## src/rtl/hazard_control_unit.sv

```systemverilog
// Stall/flush/freeze controller for the 5-stage pipeline: load-use stalls, taken-branch flushes, data-memory waits.
// Optional performance counters are built only when HAZARD_PERF_CNT_EN is defined; otherwise the counter ports read 0.
module hazard_control_unit #(
    parameter int LU_STALL_CYCLES = 1,
    parameter int MEM_TIMEOUT     = 255,
    parameter int CNT_W           = 32
) (
    input  logic             clk,
    input  logic             rst,
    input  logic [4:0]       IF_ID_rs1,
    input  logic [4:0]       IF_ID_rs2,
    input  logic             IF_ID_uses_rs1,
    input  logic             IF_ID_uses_rs2,
    input  logic             ID_EX_MemRead,
    input  logic [4:0]       ID_EX_rd,
    input  logic             EX_branch_taken,
    input  logic             EX_MEM_MemAccess,
    input  logic             dmem_ready,
    output logic             PC_stall,
    output logic             IF_ID_stall,
    output logic             ID_EX_stall,
    output logic             EX_MEM_stall,
    output logic             IF_ID_flush,
    output logic             ID_EX_flush,
    output logic             MEM_WB_bubble,
    output logic             mem_timeout,
    output logic [CNT_W-1:0] stall_cycles,
    output logic [CNT_W-1:0] flush_events,
    output logic [CNT_W-1:0] mem_wait_cycles
);

    localparam int WAIT_W = $clog2(MEM_TIMEOUT + 1);

    localparam logic [0:0] ST_RUN      = 1'b0;
    localparam logic [0:0] ST_LU_STALL = 1'b1;

    localparam logic [1:0]        LU_RELOAD = 2'(LU_STALL_CYCLES - 1);
    localparam logic [WAIT_W-1:0] WAIT_MAX  = WAIT_W'(MEM_TIMEOUT);

    logic [0:0]        r_state;
    logic [1:0]        r_luCnt;
    logic [WAIT_W-1:0] r_waitCnt;
    logic              r_memTimeout;

    logic [0:0]        w_nextState;
    logic [1:0]        w_nextLuCnt;
    logic [WAIT_W-1:0] w_waitNext;
    logic              w_memWait;
    logic              w_loadUse;

    assign w_memWait = EX_MEM_MemAccess & ~dmem_ready;
    assign w_loadUse = ID_EX_MemRead & (ID_EX_rd != 5'd0) &
                       ((IF_ID_uses_rs1 & (IF_ID_rs1 == ID_EX_rd)) |
                        (IF_ID_uses_rs2 & (IF_ID_rs2 == ID_EX_rd)));

    // Freeze beats everything; a pending load-use stall ignores branches because EX holds a bubble.
    always_comb begin
        PC_stall      = 1'b0;
        IF_ID_stall   = 1'b0;
        ID_EX_stall   = 1'b0;
        EX_MEM_stall  = 1'b0;
        IF_ID_flush   = 1'b0;
        ID_EX_flush   = 1'b0;
        MEM_WB_bubble = 1'b0;
        w_nextState   = r_state;
        w_nextLuCnt   = r_luCnt;
        if (rst) begin
            w_nextState = ST_RUN;
            w_nextLuCnt = 2'd0;
        end else if (w_memWait) begin
            PC_stall      = 1'b1;
            IF_ID_stall   = 1'b1;
            ID_EX_stall   = 1'b1;
            EX_MEM_stall  = 1'b1;
            MEM_WB_bubble = 1'b1;
        end else if (r_state == ST_LU_STALL) begin
            PC_stall    = 1'b1;
            IF_ID_stall = 1'b1;
            ID_EX_flush = 1'b1;
            w_nextLuCnt = r_luCnt - 2'd1;
            if (r_luCnt == 2'd1) begin
                w_nextState = ST_RUN;
            end
        end else if (EX_branch_taken) begin
            IF_ID_flush = 1'b1;
            ID_EX_flush = 1'b1;
        end else if (w_loadUse) begin
            PC_stall    = 1'b1;
            IF_ID_stall = 1'b1;
            ID_EX_flush = 1'b1;
            if (LU_STALL_CYCLES > 1) begin
                w_nextState = ST_LU_STALL;
                w_nextLuCnt = LU_RELOAD;
            end
        end
    end

    always_ff @(posedge clk) begin
        if (rst) begin
            r_state <= ST_RUN;
            r_luCnt <= 2'd0;
        end else begin
            r_state <= w_nextState;
            r_luCnt <= w_nextLuCnt;
        end
    end

    assign w_waitNext = (r_waitCnt == WAIT_MAX) ? r_waitCnt : r_waitCnt + WAIT_W'(1);

    // The sticky flag sets on the same edge the wait counter reaches its limit.
    always_ff @(posedge clk) begin
        if (rst) begin
            r_waitCnt    <= '0;
            r_memTimeout <= 1'b0;
        end else if (w_memWait) begin
            r_waitCnt <= w_waitNext;
            if (w_waitNext == WAIT_MAX) begin
                r_memTimeout <= 1'b1;
            end
        end else begin
            r_waitCnt <= '0;
        end
    end

    assign mem_timeout = r_memTimeout;

`ifdef HAZARD_PERF_CNT_EN
    logic [CNT_W-1:0] r_stallCycles;
    logic [CNT_W-1:0] r_flushEvents;
    logic [CNT_W-1:0] r_memWaitCycles;

    always_ff @(posedge clk) begin
        if (rst) begin
            r_stallCycles   <= '0;
            r_flushEvents   <= '0;
            r_memWaitCycles <= '0;
        end else begin
            if (PC_stall) begin
                r_stallCycles <= r_stallCycles + CNT_W'(1);
            end
            if (IF_ID_flush) begin
                r_flushEvents <= r_flushEvents + CNT_W'(1);
            end
            if (w_memWait) begin
                r_memWaitCycles <= r_memWaitCycles + CNT_W'(1);
            end
        end
    end

    assign stall_cycles    = r_stallCycles;
    assign flush_events    = r_flushEvents;
    assign mem_wait_cycles = r_memWaitCycles;
`else
    assign stall_cycles    = '0;
    assign flush_events    = '0;
    assign mem_wait_cycles = '0;
`endif

endmodule

```

## config.mk

```make
export PLATFORM = sky130hd
export DESIGN_NAME = hazard_control_unit
export DESIGN_NICKNAME = d
export VERILOG_FILES = /design/src/rtl/hazard_control_unit.sv
export SDC_FILE = /design/constraint.sdc
export NUM_CORES = 1
export LEC_CHECK = 0
export ABC_AREA = 1
export BUFFER_PORTS_ARGS = -buffer_cell sky130_fd_sc_hd__buf_2
export CAP_MARGIN = 20
export CORE_MARGIN = 8
export CORE_UTILIZATION = 40
export DETAILED_ROUTE_END_ITERATION = 8
export PLACE_DENSITY = 0.89
export SETUP_SLACK_MARGIN = 0.02
export SLEW_MARGIN = 40
export SYNTH_ARGS = -nofsm -noshare
export SYNTH_HDL_FRONTEND = slang
export SYNTH_SLANG_ARGS = --single-unit
```

## constraint.sdc

```tcl
create_clock -name clk -period 3.3 [get_ports clk]
set_input_delay 0.33 -clock clk [delete_from_list [all_inputs] [get_ports clk]]
set_output_delay 0.33 -clock clk [all_outputs]
set_load 0.1 [all_outputs]
```

==> flow_summary_export.csv <==
group,metric,value,unit
logic_synthesis,ys_types,25,
sta,final-setup-viol-count,0,
routing,drtIter0Drc,21,
routing,via_count,1176,
logic_synthesis,synth_edf_count,0,
floorplan,die_area,0.00628,mm^2
power_and_ir_drop,p_switching,580,uW
global_route,grt_pass1_wl,4510,um
logic_synthesis,yosys-top-cells-count,"buf_4 (99), nand2_1 (31), nor2_1 (26), inv_1 (19)",
placement,io_buffers,30,
finish,area_growth,-8.83,%
critical_path,critPathLaunchType,"primary input",
global_route,grt_pass1_vias,1073,
routing,dr.pass1.iters,4,
critical_path,startpoint,"ID_EX_rd[3]",
critical_path,critPathMaxFanout,5,
floorplan,die-width,79.3,um
finish,drive_gt1_frac,0.155,
sta,clock.fmax,493,MHz
sta,post-route-period-util,0.614,
power_and_ir_drop,clkPwrFrac,0.155,
sta,fin_ws,1270,ps
routing,drtAntennaViolNets,0,
sta,final.setup.tns,0,ps
logic_synthesis,ys_warn_count,0,
sta,slew_violations,0,
logic_synthesis,synthCells,237,
critical_path,crit_chain,"buf_2, inv_1, nor2_1, nor3_1, nand3_1, nand2_1, nand3_1, a21oi_1, buf_2",
clock_network,cts.path.max_buffers,2,
power_and_ir_drop,total_power,828,uW
clock_network,cts.clk_slew.worst_paths,50,ps
power_and_ir_drop,power_frac_comb,0.668,
clock_network,insertion_delay,240,ps
sta,finalHoldWorstSlack,386,ps
clock_network,cts-buffers-inserted,3,
logic_synthesis,synth.avg_cell_area,6.76,um^2
critical_path,critical-path-max-stage-delay,460,ps
floorplan,ios,127,
placement,dpl.hpwl,2900,um
logic_synthesis,synth_ff_type,"dfxtp_1",
logic_synthesis,yosysTopAreaCellShare,0.464,
sta,clock_skew,1.86,ps
clock_network,cts_root_buf,"clkbuf_8",
floorplan,core,0.00391,mm^2
logic_synthesis,yosysMostFrequentCell,"buf_4",
global_route,grt_start_max_net_pins,12,
clock_network,cts_repair_resize_count,0,
min_path,whs_path_depth,2,
power_and_ir_drop,p_seq_frac,0.177,
clock_network,cts_hold_buf,0,
power_and_ir_drop,p_leak,0.823,nW
finish,fillCellCount,454,
power_and_ir_drop,power.density,567,mW/mm^2
critical_path,path_depth,9,
power_and_ir_drop,worst_ir_drop_vdd,261,uV
status,status,"finished, final reports clean",
logic_synthesis,syn_area,0.00160,mm^2
critical_path,cp.required,2970,ps
logic_synthesis,synth_seq_area_share,0.150,
logic_synthesis,synthArstFlopShare,0,
routing,viasPerCell,3.75,
critical_path,critPathCaptureType,"output port",
global_route,antenna_found_initial,0,
min_path,min_path_type,"primary input to register",
finish,final_nets,291,
clock_network,cts_tree,"built",
logic_synthesis,synth.largest_area_cell,"buf_4",
global_route,grt_usage,0.0869,
clock_network,cts_setup_buffers,0,
routing,route.detailed.drc,0,
routing,drt-total-wl,3130,um
finish,n_antenna_cell,0,
sta,hold_viol,0,
global_route,overflow,0,
min_path,hold_start,"rst",
sta,rsz0062_at_grt,"false",
critical_path,slowest_stage,"buf_2",
critical_path,rr_worst_depth,9,
routing,wl_per_cell,9.98,um
power_and_ir_drop,internal_power,248,uW
logic_synthesis,synth.area.top_cells,"buf_4 (46%), dfxtp_1 (15%), nand2_1 (7.3%), nor2_1 (6.1%), inv_1 (4.5%)",
critical_path,cp.arrival,1700,ps
logic_synthesis,ys_ff_latch,12,
critical_path,r2r_start,"r_waitCnt[1]",
run,cap_violations,0,
floorplan,fp-row-count,23,
power_and_ir_drop,switching_share,0.701,
clock_network,h-tree-depth,1,
clock_network,clock-sinks,12,
critical_path,reg2reg_setup_slack,1730,ps
sta,min_period,2030,ps
placement,place_congestion,0.813,
placement,pre_cts_ws,1260,ps
critical_path,crit_buf_inv,3,
floorplan,start_util,0.409,
critical_path,cpLargestDelayFamily,"buffers and inverters",
critical_path,crit_type,"primary input to output port",
floorplan,chipHeight,79.3,um
## power groups by stage
stage / Combinational [mW] / Sequential (mW) / Clock (mW)
floorplan: 0.615 / 0.149 / 0
global placement: 0.546 / 0.149 / 0
detailed placement: 0.548 / 0.149 / 0
CTS: 0.548 / 0.146 / 0.133
global route: 0.566 / 0.146 / 0.139
finish: 0.553 / 0.146 / 0.129
## state kept, by name, summed over array words and instances (netlist names)
register     flops
r_state          1
r_waitCnt        8
mem_timeout      1
r_luCnt          2
## cells by family after synthesis
| kind of cell | Yosys count | synth area share |
|---|---|---|
| simple gates | 79 | 0.218 |
| other cells | 1 | 0.00234 |
| fa+ha+maj | 2 | 0.0156 |
| xor+xnor | 7 | 0.0383 |
| compound gates | 16 | 0.0578 |
| buf+inv | 120 | 0.518 |
| flops | 12 | 0.150 |
## per-layer routing
metal  GRT usage  routed length (um)  vias to the layer above
met3      0.0440                 478                        2
met4      0.0185                  23                        0
li1            -                   -                      591
met5           0                   0                        -
met1      0.0910                1080                      510
met2       0.152                1550                       73
## worst paths after layout
kind,endpoint
max,PC_stall
min,mem_timeout
max reg2reg,mem_timeout
min reg2reg,mem_timeout
## final cells by class
cell class | instances | area [um^2] | area share
Clock buffer | 3 | 41.3 | 0.0283
Inverter | 19 | 71.3 | 0.0488
Multi-Input combinational cell | 200 | 895 | 0.613
Sequential cell | 12 | 240 | 0.165
Tap cell | 50 | 62.6 | 0.0428
Timing Repair Buffer | 30 | 150 | 0.103
## placed cells by master (no fill, tap or decap)
cell type | netlist | layout
a21oi_1 | 8 | 8
nor2_4 | 2 | 2
nand2_1 | 31 | 31
clkbuf_8 | 0 | 3
nand2_2 | 2 | 2
xnor2_1 | 1 | 1
o21ai_0 | 3 | 3
a31oi_1 | 1 | 1
a21oi_2 | 1 | 1
dfxtp_1 | 12 | 12
xor2_1 | 6 | 6
nand3_2 | 1 | 1
nor3_1 | 2 | 2
a211oi_1 | 2 | 2
o21bai_1 | 1 | 1
buf_2 | 0 | 30
nor2_1 | 26 | 26
or2_2 | 1 | 1
nand3_1 | 12 | 12
ha_1 | 2 | 2
nor3b_1 | 1 | 1
nor4_2 | 0 | 1
conb_1 | 1 | 96
inv_1 | 19 | 19
## worst reg2reg max path, delay by kind of cell, from the launching register on
| family | cells | cell delay [ps] |
|---|---|---|
| flip-flops | 1 | 370 |
| adder cells (fa/ha/maj) | 1 | 240 |
| AND/OR/NAND/NOR | 7 | 790 |
| AO/OA/AOI/OAI | 1 | 110 |
## stage by stage
stage                     utilization  std cells  cell area [um^2]
after detailed placement        0.363        311              1420
final                           0.373        314              1460
after CTS                       0.373        314              1460
after global placement          0.363        311              1420
after floorplan                     -        332              1960
after global routing            0.373        314              1460
Power figures use the tool's default switching activity.
